<file path="src/rtl/rem5_pkg.sv">
// Shared definitions for the rem5 serial transmitter and its mod-5 accumulator.
package rem5_pkg;

    localparam int PAD_BITS = 3;
    localparam int CNT_W    = 6;

    typedef enum logic [1:0] {
        ST_IDLE  = 2'd0,
        ST_SHIFT = 2'd1,
        ST_PAD   = 2'd2
    } state_t;

    // One serial step of the remainder: (2*r + b) mod 5, with r already in 0..4.
    function automatic logic [2:0] rem_step(input logic [2:0] r, input logic b);
        logic [3:0] t;
        t = {r, 1'b0} + {3'd0, b};
        if (t >= 4'd5) begin
            t = t - 4'd5;
        end else begin
            t = t;
        end
        return t[2:0];
    endfunction

    function automatic logic [2:0] pad_lut(input logic [2:0] r);
        logic [2:0] p;
        case (r)
            3'd0:    p = 3'd0;
            3'd1:    p = 3'd2;
            3'd2:    p = 3'd4;
            3'd3:    p = 3'd1;
            3'd4:    p = 3'd3;
            default: p = 3'd0;
        endcase
        return p;
    endfunction

endpackage

</file>
<file path="src/rtl/rem5_acc.sv">
// Registered mod-5 accumulator over an MSB-first bit stream; also usable on the receive side.
module rem5_acc
    import rem5_pkg::*;
(
    input  logic       clk,
    input  logic       rst,
    input  logic       clr,
    input  logic       en,
    input  logic       b,
    output logic [2:0] rem
);

    logic [2:0] rem_r;

    // Remainder register: clear wins over a bit update.
    always_ff @(posedge clk) begin
        if (!rst) begin
            rem_r <= 3'd0;
        end else if (clr) begin
            rem_r <= 3'd0;
        end else if (en) begin
            rem_r <= rem_step(rem_r, b);
        end else begin
            rem_r <= rem_r;
        end
    end

    assign rem = rem_r;

endmodule

</file>
<file path="src/rtl/rem5_tx.sv">
// Serialises a WIDTH-bit word MSB first, then appends 3 pad bits making the frame divisible by 5.
module rem5_tx #(
    parameter int WIDTH    = 8,
    parameter int PAD_BITS = rem5_pkg::PAD_BITS
) (
    input  logic             clk,
    input  logic             rst,
    input  logic             in_valid,
    output logic             in_ready,
    input  logic [WIDTH-1:0] in_data,
    output logic             x,
    output logic             x_valid,
    output logic             sof,
    output logic             eof,
    output logic [2:0]       rem,
    output logic             busy
);
    import rem5_pkg::*;

    localparam logic [CNT_W-1:0] SHIFT_LAST = CNT_W'(WIDTH - 1);
    localparam logic [CNT_W-1:0] PAD_LAST   = CNT_W'(PAD_BITS - 1);
    localparam logic [CNT_W-1:0] PAD_EOF    = CNT_W'(PAD_BITS - 2);

    state_t            state_r, state_s;
    logic [CNT_W-1:0]  cnt_r, cnt_s;
    logic [WIDTH-1:0]  sh_r, sh_s;
    logic [2:0]        pad_r, pad_s;
    logic              x_r, x_s;
    logic              x_valid_r, x_valid_s;
    logic              sof_r, sof_s;
    logic              eof_r, eof_s;
    logic              in_ready_r, in_ready_s;
    logic              busy_r, busy_s;
    logic              take_s;
    logic [2:0]        pad_first_s;

    assign take_s = in_valid & in_ready_r;
    // The last data bit is still on x, so fold it in before looking up the pad.
    assign pad_first_s = pad_lut(rem_step(rem, x_r));

    rem5_acc u_acc (
        .clk (clk),
        .rst (rst),
        .clr (take_s),
        .en  (x_valid_r),
        .b   (x_r),
        .rem (rem)
    );

    // Next-state and next-output logic; outputs describe the bit to present next cycle.
    always_comb begin
        state_s   = state_r;
        cnt_s     = cnt_r;
        sh_s      = sh_r;
        pad_s     = pad_r;
        x_s       = 1'b0;
        x_valid_s = 1'b0;
        sof_s     = 1'b0;
        eof_s     = 1'b0;
        case (state_r)
            ST_IDLE: begin
                if (take_s) begin
                    state_s   = ST_SHIFT;
                    cnt_s     = '0;
                    sh_s      = {in_data[WIDTH-2:0], 1'b0};
                    x_s       = in_data[WIDTH-1];
                    x_valid_s = 1'b1;
                    sof_s     = 1'b1;
                end else begin
                    state_s = ST_IDLE;
                end
            end
            ST_SHIFT: begin
                x_valid_s = 1'b1;
                if (cnt_r == SHIFT_LAST) begin
                    state_s = ST_PAD;
                    cnt_s   = '0;
                    pad_s   = {pad_first_s[1:0], 1'b0};
                    x_s     = pad_first_s[2];
                end else begin
                    cnt_s = cnt_r + CNT_W'(1);
                    sh_s  = {sh_r[WIDTH-2:0], 1'b0};
                    x_s   = sh_r[WIDTH-1];
                end
            end
            ST_PAD: begin
                if (cnt_r == PAD_LAST) begin
                    state_s = ST_IDLE;
                    cnt_s   = '0;
                end else begin
                    cnt_s     = cnt_r + CNT_W'(1);
                    x_valid_s = 1'b1;
                    x_s       = pad_r[2];
                    pad_s     = {pad_r[1:0], 1'b0};
                    eof_s     = (cnt_r == PAD_EOF);
                end
            end
            default: begin
                state_s = ST_IDLE;
                cnt_s   = '0;
            end
        endcase
        in_ready_s = (state_s == ST_IDLE);
        busy_s     = (state_s != ST_IDLE);
    end

    // State, datapath and output registers.
    always_ff @(posedge clk) begin
        if (!rst) begin
            state_r    <= ST_IDLE;
            cnt_r      <= '0;
            sh_r       <= '0;
            pad_r      <= 3'd0;
            x_r        <= 1'b0;
            x_valid_r  <= 1'b0;
            sof_r      <= 1'b0;
            eof_r      <= 1'b0;
            in_ready_r <= 1'b1;
            busy_r     <= 1'b0;
        end else begin
            state_r    <= state_s;
            cnt_r      <= cnt_s;
            sh_r       <= sh_s;
            pad_r      <= pad_s;
            x_r        <= x_s;
            x_valid_r  <= x_valid_s;
            sof_r      <= sof_s;
            eof_r      <= eof_s;
            in_ready_r <= in_ready_s;
            busy_r     <= busy_s;
        end
    end

    assign x        = x_r;
    assign x_valid  = x_valid_r;
    assign sof      = sof_r;
    assign eof      = eof_r;
    assign in_ready = in_ready_r;
    assign busy     = busy_r;

endmodule

</file>
<file path="config.mk">
export PLATFORM = sky130hd
export DESIGN_NAME = rem5_tx
export DESIGN_NICKNAME = d
export VERILOG_FILES = /design/src/rtl/rem5_pkg.sv /design/src/rtl/rem5_acc.sv /design/src/rtl/rem5_tx.sv
export SDC_FILE = /design/constraint.sdc
export NUM_CORES = 1
export LEC_CHECK = 0
export CORE_MARGIN = 8
export CORE_UTILIZATION = 60
export CTS_BUF_LIST = sky130_fd_sc_hd__clkbuf_4 sky130_fd_sc_hd__clkbuf_8
export DETAILED_ROUTE_END_ITERATION = 10
export GPL_ROUTABILITY_DRIVEN = 0
export PLACE_DENSITY = 0.85
export RECOVER_POWER = 50
export SYNTH_ARGS = -nofsm -noshare
export SYNTH_HDL_FRONTEND = slang
export SYNTH_SLANG_ARGS = --single-unit
</file>
<file path="constraint.sdc">
create_clock -name clk -period 2.5 [get_ports clk]
set_input_delay 0.625 -clock clk [delete_from_list [all_inputs] [get_ports clk]]
set_output_delay 0.625 -clock clk [all_outputs]
set_load 0.02 [all_outputs]
</file>
# After elaboration in Yosys (flattened, before gate mapping)
# Index checks and enable logic that the tools add are counted.
dict set report op_classes {
  muxes 23
  n_shift 0
  div 0
  magnitude_cmp 1
  n_addsub 3
  eq_ne 13
  n_reduce_logical 10
  multipliers 0
  bitwise_logic 3
}
# op n
set op_table {}
lappend op_table {{two-way mux 6 bit} 3}
lappend op_table {{case mux 6 bit (3 select lines)} 1}
lappend op_table {{two-way mux 8 bit} 2}
lappend op_table {{case mux 8 bit (2 select lines)} 1}
lappend op_table {{case mux 3 bit (4 select lines)} 1}
lappend op_table {{two-way mux 3 bit} 3}
lappend op_table {{!= test 2 bit (second input constant)} 4}
lappend op_table {{adder 6 x 1 -> 6 bit (second input constant)} 1}
lappend op_table {{== test 3 x 2 -> 1 bit (second input constant)} 2}
lappend op_table {{== test 6 x 1 -> 1 bit (second input constant)} 1}
lappend op_table {{== test 6 x 2 -> 1 bit (second input constant)} 1}
lappend op_table {{== test 6 x 3 -> 1 bit (second input constant)} 1}
lappend op_table {{two-way mux 1 bit} 6}
lappend op_table {{case mux 1 bit (3 select lines)} 2}
lappend op_table {{case mux 2 bit (3 select lines)} 1}
lappend op_table {{case mux 3 bit (2 select lines)} 1}
lappend op_table {{AND reduction 3 bit} 2}
lappend op_table {{nonzero test 2 bit} 3}
lappend op_table {{adder 4 x 1 -> 4 bit} 1}
lappend op_table {{greater-or-equal comparator 4 x 3 -> 1 bit (second input constant)} 1}
lappend op_table {{zero test 2 bit} 2}
lappend op_table {{two-way mux 2 bit} 2}
lappend op_table {{== test 3 x 1 -> 1 bit (second input constant)} 1}
lappend op_table {{== test 3 bit (second input constant)} 1}
lappend op_table {{other kinds (8)} 9}
dict set report totals {
  mem_count 0
  elab_cells 64
  latchBits 0
  in_bits 11
  mem_bits_ro 0
  mem_bits_rw 0
  regBits 28
  out_inout_bits 9
}

# Logic depth before layout (Yosys ltp)
# Gate-level depths: netlist of the first run.
dict set report depth {
  word_depth 7
  depth_mapped 8
  ltp_nobuf 7
}

# Cells and area by module
# A second synthesis of the first run with hierarchy kept.
dict set report unflattened {
  cells_unflattened 165
  hier_area_um2 1473.9
}
# mod n_inst area_each_um2 cells_per_inst seq_area_each_um2
set by_module_without_submodules {}
lappend by_module_without_submodules {rem5_tx 1 1249.9 139 460.4}
lappend by_module_without_submodules {rem5_acc 1 224.0 26 60.1}

# Least setup slack after synthesis of the first run
# Ideal clock, no wire load.
dict set report synth_path {
  path_kind {flip-flop to flip-flop}
  from {register x_r (netlist: x)}
  to {register pad_r[2]}
  path_buffers 0
  path_slack_ps 685
  arrival_ps 1741
  t_required_ps 2426
  period_less_slack_ps 1815
  stages_incl_launch_ff 8
  cell_sequence {dfxtp_1 inv_1 ha_1 or3b_1 o211ai_1 and2_1 or3_1 a31oi_1}
}
dict set report synth_via {
  elab_chain_len 7
  elab_cells_between_ends 11
  classes_between {add/sub: 2; order compare: 1; eq/ne: 4; mux: 4}
}
# element line_no
set synth_lines {}
lappend synth_lines {{start, declared} rem5_tx.sv:28} ;# logic x_r, x_s;
lappend synth_lines {{start signal, assigned} rem5_tx.sv:125} ;# x_r <= x_s;
lappend synth_lines {{adder 4 x 1 -> 4 bit *} rem5_pkg.sv:16} ;# t = {r, 1'b0} + {3'd0, b};
lappend synth_lines {{greater-or-equal comparator 4 x 3 -> 1 bit or subtractor 3 bit (tied branches)} {rem5_pkg.sv:17, rem5_pkg.sv:18}}
lappend synth_lines {{two-way mux 3 bit *} rem5_pkg.sv:17} ;# if (t >= 4'd5) begin
lappend synth_lines {{== test 3 bit (tied with other cells)} rem5_pkg.sv:27} ;# case (r)
lappend synth_lines {{case mux 3 bit (4 select lines) *} rem5_pkg.sv:27}
lappend synth_lines {{two-way mux 3 bit *} rem5_tx.sv:75} ;# if (cnt_r == SHIFT_LAST) begin
lappend synth_lines {{case mux 3 bit (2 select lines) *} rem5_tx.sv:60} ;# case (state_r)
lappend synth_lines {{end signal, assigned} rem5_tx.sv:124} ;# pad_r <= pad_s;
lappend synth_lines {{end, declared} rem5_tx.sv:27} ;# logic [2:0] pad_r, pad_s;
# Mark *: on every way between the ends. The rest lies on a longest branch, timed or not. The select of a mux whose other input is x is not followed.
# A chain may end at the register's enable or synchronous reset.

# Final worst setup path of the first run
dict set report layout_path {
  from {register u_acc.rem_r[2] (netlist: u_acc.rem[2])}
  to {output port rem[2]}
}
# element line_no
set layout_lines {}
lappend layout_lines {{start, declared} rem5_acc.sv:13} ;# logic [2:0] rem_r;
lappend layout_lines {{start signal, assigned} rem5_acc.sv:22} ;# rem_r <= rem_step(rem_r, b);
lappend layout_lines {{start signal, assigned} rem5_acc.sv:24} ;# rem_r <= rem_r;
lappend layout_lines {{end, declared} rem5_tx.sv:15} ;# output logic [2:0] rem,
# No word-level cell between the ends.

==> results of run 1 <==
## how the worst max path moves through the flow
stage / start / to / slack [ns]
6_report: u_acc.rem[2] / rem[2] / 0.39
4_1_cts: u_acc.rem[2] / rem[2] / 0.37
5_1_grt: state_r[1] / sh_r[1] / 0.25
2_1_floorplan: x / pad_r[2] / 0.68
3_5_place_dp: in_valid / cnt_r[1] / 0.41
3_3_place_gp: in_valid / sh_r[1] / 0.51
## registers in the layout, summed over array words and instances, names as in the netlist
name	count
sh_r	7
cnt_r	6
u_acc.rem	3
pad_r	2
state_r	2
busy	1
eof	1
in_ready	1
sof	1
x	1
x_valid	1
## Yosys cell counts, types with 2 or more instances
library cell | n | area share [%]
ha_1 | 9 | 7.9
or2_1 | 2 | 0.88
nor3_2 | 2 | 1.4
clkbuf_1 | 3 | 0.79
o21ai_0 | 6 | 2.1
and4_1 | 3 | 1.9
xor2_1 | 2 | 1.2
nand2_1 | 13 | 3.4
o211ai_1 | 2 | 1.1
nand4b_1 | 2 | 1.2
and2_1 | 4 | 1.8
o211a_1 | 6 | 4.2
inv_1 | 7 | 1.9
a21oi_1 | 3 | 1.1
nand3_1 | 3 | 1.1
mux2i_1 | 8 | 5.6
a31oi_1 | 3 | 1.3
dfxtp_1 | 26 | 37
nor2b_1 | 2 | 0.88
nand2b_1 | 2 | 0.88
xnor2_1 | 3 | 1.9
a211oi_2 | 2 | 1.8
nor2_1 | 17 | 4.5
nor3_1 | 2 | 0.71
## metal layers
metal	vias to the layer above	global-route usage, %	wire [um]
li1	600	-	-
met4	0	8.17	87
met5	-	0	0
met3	8	3.26	134
met1	558	16.4	1330
met2	26	25.2	1460
## power breakdown
part	switching [mW]	leakage [nW]	total (mW)	internal [mW]
Clock	0.123	0.0210	0.212	0.0892
Combinational	0.0903	0.423	0.174	0.0833
Sequential	0.0202	0.213	0.461	0.441
Total	0.233	0.656	0.847	0.614
## logic make-up (layout without fill, tap and decap cells)
kind of cell | count (synthesis) | count (layout) | synth area share [%]
AND/OR/NAND/NOR | 60 | 60 | 22.8
AO/OA/AOI/OAI | 35 | 35 | 19.5
flip-flops | 26 | 26 | 36.7
buffers and inverters | 13 | 33 | 4.32
adder cells (fa/ha/maj) | 9 | 9 | 7.94
multiplexers | 8 | 8 | 5.65
XOR/XNOR | 5 | 5 | 3.09
## metrics by stage
stage	instance area (sq um)	power (mW)	setup WS, ns
5_1_grt	1660	0.881	0.249
4_1_cts	1670	0.854	0.375
3_3_place_gp	1630	0.637	0.511
3_5_place_dp	1630	0.647	0.408
2_1_floorplan	1420	0.589	0.685
6_report	1660	0.847	0.392
## area by class of cell
cell class | instances | share of cell area, %
Multi-Input combinational cell | 117 | 50.1
Tap cell | 28 | 2.11
Sequential cell | 26 | 31.4
Timing Repair Buffer | 22 | 12.6
Inverter | 7 | 1.58
Clock buffer | 4 | 2.19
==> out/qor.csv, run 1 <==
metric,value,unit
Critical Path RT,1.88,ns
crit path buf inv count,1,
largest net degree at the start of global routing,15,
GRT overflow,0,
layout cell share with drive strength beyond 1,7.95,%
FF-to-FF End,sh_r[1],
first-pass GRT wire length,5.04,mm
final setup violation count,0,
drt wl/cell,14.7,um
H-tree depth,1,
hold_sp,pad_r[1],
clk sinks,26,
Post-Syn Instances,156,
R2R depth,7,
"Hold Violations, Final",0,
Min Hold Slack,0.483,ns
die width,64.6,um
I/O pin total,20,
Tmin final,2.11,ns
CP Data Arrival Time,1.48,ns
drt first pass iters,4,
CTS resizes,0,
Slowest cell on crit path,clkdlybuf4s50_1,
1st-iter DRT viols,51,
multi-input logic area,831,sq um
Max-Cap Viols,0,
Layout Cells excl Fill,204,
core footprint,2230,sq um
Area Growth Syn to Fin,16.9,%
worst hold path type,reg -> reg,
Clock Latency Late Sink,0.33,ns
Setup TNS,0,ns
final core occ,74.2,%
crit share post-route,84.3,%
CTS buffer count,3,
Starting Density,63.5,%
Post-Syn Area per Cell,9.09,sq um
dpl cells,200,
ys async rst share,0,%
CP peak stage delay,0.66,ns
post-synthesis cell type count,48,
Worst Hold Depth,2,
GRT Util Overall,14.7,%
Worst setup SP type,flop,
register area,520,sq um
Post-synth EDFFs,0,
number of global-route vias before repair,1152,
max-slew violations,0,
RSZ-0062 raised after global routing,no,
Slew Limit Headroom,66.8,%
Pleak,0.656,nW
detailed placement HPWL,2.32,mm
Remaining DRCs,0,
most common flop cell mapped by yosys,dfxtp_1,
Post-CTS Setup Inserts,0,
synthesized area,1420,sq um
worst setup path category,reg -> out,
cell chain of the critical path,clkdlybuf4s50_1,
warnings from Yosys,0,
r2r startpoint,state_r[1],
Post-CTS Hold Buffers,0,
"most common cell after layout, fill and taps aside",dfxtp_1,
Die ar.,4170,sq um
Post-Route WL,3.01,mm
most frequent cells in the layout,"dfxtp_1, clkdlybuf4s50_1, nor2_1",
Fillers,179,
Worst-path clk slew,0.14,ns
FF-to-FF setup slack,0.45,ns
via count,1192,
syn nets,176,
Worst path top cell family by delay,buffers and inverters,
initial antenna violation count,0,
Peak VDD IR,0.418,mV
Die Y,64.6,um
I/O Buffers,19,
Worst Hold Endpoint,pad_r[2],
Rows,17,
"Seq/Total Area, Yosys",36.7,%
status,"complete, no violations",
post-route antenna net violation count,0,
Clock Tree Buf Depth,2,
Worst path depth,1,
#FFs+latches synth,26,
Via-to-Cell Ratio,5.84,
Layout Nets,197,
clock skew,0.00562,ns
Worst setup EP type,output port,
PD cells,511,nW/um^2
Least-Margin Pin Slew,0.494,ns
CTS tree,built,
crit path max fanout,10,
f_max,474,MHz
# diodes,0,
root buf cell,clkbuf_4,
Power figures use the tool's default switching activity.
==> run 2: changes to the inputs <==
- CORE_UTILIZATION: 60 -> 56
- PLACE_DENSITY: 0.85 -> 0.8
- clock period: 2.5 -> 2.2 ns (I/O delays scaled with it)
==> run 2 against run 1 <==
Effect of this change:
- first-iteration DRC count grew 12%
- combinational power up 13%
- power grew 24%
- sequential power is 14% higher
- final area grew 1.4%
- non-clock buffer count unchanged
- largest power group unchanged
- setup slack got worse by 0.22 ns
==> out/qor.csv, run 2 (synthesis gave the netlist of run 1 again) <==
metric,value,unit,change
I/O Buffers,19,,unchanged
RSZ-0062 raised after global routing,no,,unchanged
GRT Util Overall,14.2,%,was 14.7%
worst setup path category,reg -> out,,unchanged
Worst path top cell family by delay,buffers and inverters,,unchanged
clock skew,0.0149,ns,was 0.00562 ns
H-tree depth,1,,unchanged
Slew Limit Headroom,65.6,%,was 66.8%
"Hold Violations, Final",0,,unchanged
crit share post-route,92.4,%,
Die ar.,4400,sq um,was 4170 sq um
via count,1175,,was 1192
final setup violation count,0,,unchanged
first-pass GRT wire length,5.13,mm,was 5.04 mm
drt first pass iters,4,,unchanged
drt wl/cell,14.2,um,was 14.7 um
crit path buf inv count,1,,unchanged
Tmin final,2.03,ns,
crit path max fanout,10,,unchanged
1st-iter DRT viols,57,,was 51
Worst setup EP type,output port,,unchanged
status,"complete, no violations",,unchanged
Post-Route WL,2.92,mm,was 3.01 mm
Critical Path RT,1.65,ns,was 1.88 ns
Area Growth Syn to Fin,18.5,%,was 16.9%
cell chain of the critical path,clkdlybuf4s50_1,,unchanged
most frequent cells in the layout,"dfxtp_1, clkdlybuf4s50_1, nor2_1",,unchanged
max-slew violations,0,,unchanged
Post-CTS Hold Buffers,0,,unchanged
Worst-path clk slew,0.15,ns,was 0.14 ns
Die Y,66.3,um,was 64.6 um
layout cell share with drive strength beyond 1,9.09,%,was 7.95%
max reg flops,7,,unchanged
PD cells,625,nW/um^2,was 511 nW/um^2
Max-Cap Viols,0,,unchanged
FF-to-FF setup slack,0.29,ns,was 0.45 ns
Worst setup SP type,flop,,unchanged
Pleak,0.665,nW,was 0.656 nW
Clock Latency Late Sink,0.33,ns,about the same
# diodes,0,,unchanged
Starting Density,58.3,%,was 63.5%
Least-Margin Pin Slew,0.512,ns,was 0.494 ns
Slowest cell on crit path,clkdlybuf4s50_1,,unchanged
f_max,492,MHz,
"most common cell after layout, fill and taps aside",dfxtp_1,,unchanged
Layout Nets,197,,unchanged
root buf cell,clkbuf_4,,unchanged
CTS buffer count,3,,unchanged
Post-CTS Setup Inserts,0,,unchanged
CTS tree,built,,unchanged
Setup TNS,0,ns,unchanged
Via-to-Cell Ratio,5.70,,was 5.84
CP peak stage delay,0.67,ns,was 0.66 ns
CTS resizes,0,,unchanged
CP Data Arrival Time,1.48,ns,about the same
I/O pin total,20,,unchanged
die width,66.3,um,was 64.6 um
Rows,18,,was 17
register with the most flip-flops,sh_r,,unchanged
post-route antenna net violation count,0,,unchanged
detailed placement HPWL,2.28,mm,was 2.32 mm
final core occ,69.1,%,was 74.2%
GRT overflow,0,,unchanged
Remaining DRCs,0,,unchanged
core footprint,2430,sq um,was 2230 sq um
initial antenna violation count,0,,unchanged
largest net degree at the start of global routing,16,,was 15
Peak VDD IR,0.577,mV,was 0.418 mV
Clock Tree Buf Depth,2,,unchanged
number of global-route vias before repair,1210,,was 1152
clk sinks,26,,unchanged
worst hold path type,reg -> reg,,unchanged
[run 2: worst reg2reg max path, cell delays in order (launching register included)]
cell      delay, ns
dfxtp_1        0.37
inv_1          0.12
ha_1           0.23
a21boi_0       0.47
nor3_2         0.10
clkbuf_2       0.23
nand2b_1       0.19
a21boi_0       0.13
[run 2: worst paths after layout]
path,to,from,cells after the start
setup / recovery,rem[2],u_acc.rem[2],1
hold / removal,pad_r[2],pad_r[1],2
setup reg to reg,sh_r[1],state_r[1],7
hold reg to reg,pad_r[2],pad_r[1],2
[run 2: cell type report]
type	instances	area, sq um
clock buffer	3	22.5
inverter	7	26.3
clock inverter	1	30.0
sequential	26	520
multi-input combinational	117	836
fill	203	752
tap	30	37.5
timing repair buffer	22	208
[run 2: through the flow]
step,power [mW],hold slack (ns),cells,worst slack [ns],area [sq um]
2_1_floorplan,0.669,0.436,156,0.385,1420
3_3_place_gp,0.725,0.450,202,0.285,1630
3_5_place_dp,0.735,0.479,202,0.229,1630
4_1_cts,1.06,0.497,206,0.141,1690
5_1_grt,1.10,0.516,206,0.0944,1680
6_report,1.05,0.491,206,0.167,1680
[run 2: where the power goes]
group	switching [mW]	internal, mW	total, mW
registers	0.0237	0.501	0.525
clock network	0.143	0.184	0.328
logic	0.102	0.0949	0.197
[run 2: routing by layer]
layer  vias up  track usage, %  wire [um]
met5         -               0          0
met1       561            16.3       1350
li1        594               -          -
met4         0            3.20         19
met3         2            3.73        133
met2        18            25.5       1420
==> run 3: changes to the inputs <==
- CORE_UTILIZATION: 56 -> 65
- DONT_BUFFER_PORTS: unset -> 1
- GPL_TIMING_DRIVEN: unset -> 0
- PLACE_DENSITY: 0.8 -> 0.79
==> run 3 against run 2 <==
Effect of this change:
- sequential power increased by 2%
- critical endpoint is now pad_r[2]
- clock skew down 0.014 ns
- critical path type is now reg -> reg
- global-route usage barely moved
- first-iteration DRC count decreased by 1.8%
- setup slack improved by 0.032 ns
==> out/qor.csv, run 3 (synthesis gave the netlist of run 1 again) <==
metric,value,unit,change
status,"complete, no violations",,unchanged
Worst Hold Depth,2,,unchanged
worst hold path type,in -> reg,,was reg -> reg
1st-iter DRT viols,56,,was 57
clock skew,0.000657,ns,was 0.0149 ns
detailed placement HPWL,2.08,mm,was 2.28 mm
cell mode on critical path,clkbuf_1,,
crit share post-route,90.9,%,was 92.4%
Post-Route WL,2.73,mm,was 2.92 mm
first-pass GRT wire length,4.60,mm,was 5.13 mm
initial antenna violation count,0,,unchanged
max reg flops,7,,unchanged
root buf cell,clkbuf_4,,unchanged
Pleak,0.583,nW,was 0.665 nW
CP peak stage delay,0.51,ns,was 0.67 ns
Remaining DRCs,0,,unchanged
"most common cell after layout, fill and taps aside",dfxtp_1,,unchanged
"Hold Violations, Final",0,,unchanged
Tmin final,2.00,ns,was 2.03 ns
R2R depth,7,,unchanged
Least-Margin Pin Slew,0.590,ns,was 0.512 ns
I/O Buffers,0,,was 19
drt first pass iters,4,,unchanged
# diodes,0,,unchanged
Critical Path RT,2.40,ns,was 1.65 ns
most frequent cells in the layout,"dfxtp_1, nor2_1, nand2_1",,"was dfxtp_1, clkdlybuf4s50_1, nor2_1"
Setup TNS,0,ns,unchanged
final setup violation count,0,,unchanged
largest net degree at the start of global routing,14,,was 16
Clock Tree Buf Depth,2,,unchanged
f_max,500,MHz,was 492 MHz
Rows,17,,was 18
Worst setup SP type,flop,,unchanged
register area,522,sq um,was 520 sq um
Starting Density,66.6,%,was 58.3%
Max-Cap Viols,0,,unchanged
Slowest cell on crit path,clkbuf_1,,was clkdlybuf4s50_1
crit path max fanout,10,,unchanged
core footprint,2130,sq um,was 2430 sq um
Clock Latency Late Sink,0.31,ns,was 0.33 ns
RSZ-0062 raised after global routing,no,,unchanged
register with the most flip-flops,sh_r,,unchanged
clk sinks,26,,unchanged
die width,62.7,um,was 66.3 um
CP Data Arrival Time,2.20,ns,was 1.48 ns
Via-to-Cell Ratio,6.03,,was 5.70
Slew Limit Headroom,60.6,%,was 65.6%
worst setup path category,reg -> reg,,was reg -> out
cell chain of the critical path,inv_1 -> ha_1 -> clkbuf_1 -> clkbuf_1 -> a2bb2oi_1 -> o21ai_0 -> a31oi_1,,was clkdlybuf4s50_1
Final Worst Setup Slack,0.200,ns,was 0.167 ns
CTS buffer count,3,,unchanged
I/O pin total,20,,unchanged
final core occ,68.9,%,was 69.1%
number of global-route vias before repair,1041,,was 1210
dpl cells,184,,was 202
Post-CTS Setup Inserts,0,,unchanged
Layout Nets,181,,was 197
Fillers,180,,was 203
Worst setup EP type,flop,,was output port
Die Y,62.7,um,was 66.3 um
GRT Util Overall,14.2,%,about the same
Min Hold Slack,0.380,ns,was 0.491 ns
Worst-path clk slew,0.12,ns,was 0.15 ns
GRT overflow,0,,unchanged
max-slew violations,0,,unchanged
Die ar.,3930,sq um,was 4400 sq um
PD cells,600,nW/um^2,was 625 nW/um^2
CTS tree,built,,unchanged
H-tree depth,1,,unchanged
post-route antenna net violation count,0,,unchanged
drt wl/cell,14.6,um,was 14.2 um
Place WS,0.199,ns,was 0.229 ns
via count,1128,,was 1175
Area Growth Syn to Fin,3.44,%,was 18.5%
multi-input logic area,827,sq um,was 836 sq um
layout cell share with drive strength beyond 1,8.18,%,was 9.09%
Layout Cells excl Fill,187,,was 206
Peak VDD IR,0.511,mV,was 0.577 mV
run 3: final timing paths:
kind | startpoint | endpoint | slack [ns]
worst min register to register | pad_r[1] | pad_r[1] | 0.48
worst max-delay path | state_r[1] | pad_r[2] | 0.20
worst max register to register | state_r[1] | pad_r[2] | 0.20
worst min-delay path | in_data[7] | x | 0.38
run 3: final cells by class:
| class | count | share of cell area, % |
|---|---|---|
| Multi-Input combinational cell | 117 | 56.4 |
| Sequential cell | 26 | 35.6 |
| Tap cell | 28 | 2.39 |
| Buffer | 6 | 2.30 |
| Inverter | 7 | 1.79 |
| Clock buffer | 3 | 1.54 |
run 3: metal layers:
layer,routed length (um),vias to the layer above,global-route usage [%]
met2,1250,32,21.9
li1,-,565,-
met4,64,0,6.84
met1,1240,522,16.7
met3,183,9,5.73
met5,0,-,0
run 3: where the power goes:
group	switching [mW]	total [mW]	internal [mW]
clock network	0.127	0.191	0.0642
registers	0.0337	0.535	0.501
logic	0.0854	0.153	0.0673
run 3: critical path: cells and delay by family (launching register included):
kind                     cells  cell delay [ns]
AO/OA/AOI/OAI                3             0.46
adder cells (fa/ha/maj)      1             0.15
buffers and inverters        3             0.92
flip-flops                   1             0.36
run 3: repair_timing:
item | CTS | global route
hold buffers | 0 | 0
endpoints found under the hold margin | 0 | 0
gates resized for setup | 0 | 1
endpoints found under the setup margin | 0 | 1
run 3: stage by stage:
stage	power, mW	area (sq um)
2_1_floorplan	0.669	1420
6_report	0.879	1470
5_1_grt	0.928	1470
3_5_place_dp	0.700	1450
3_3_place_gp	0.694	1450
4_1_cts	0.889	1480
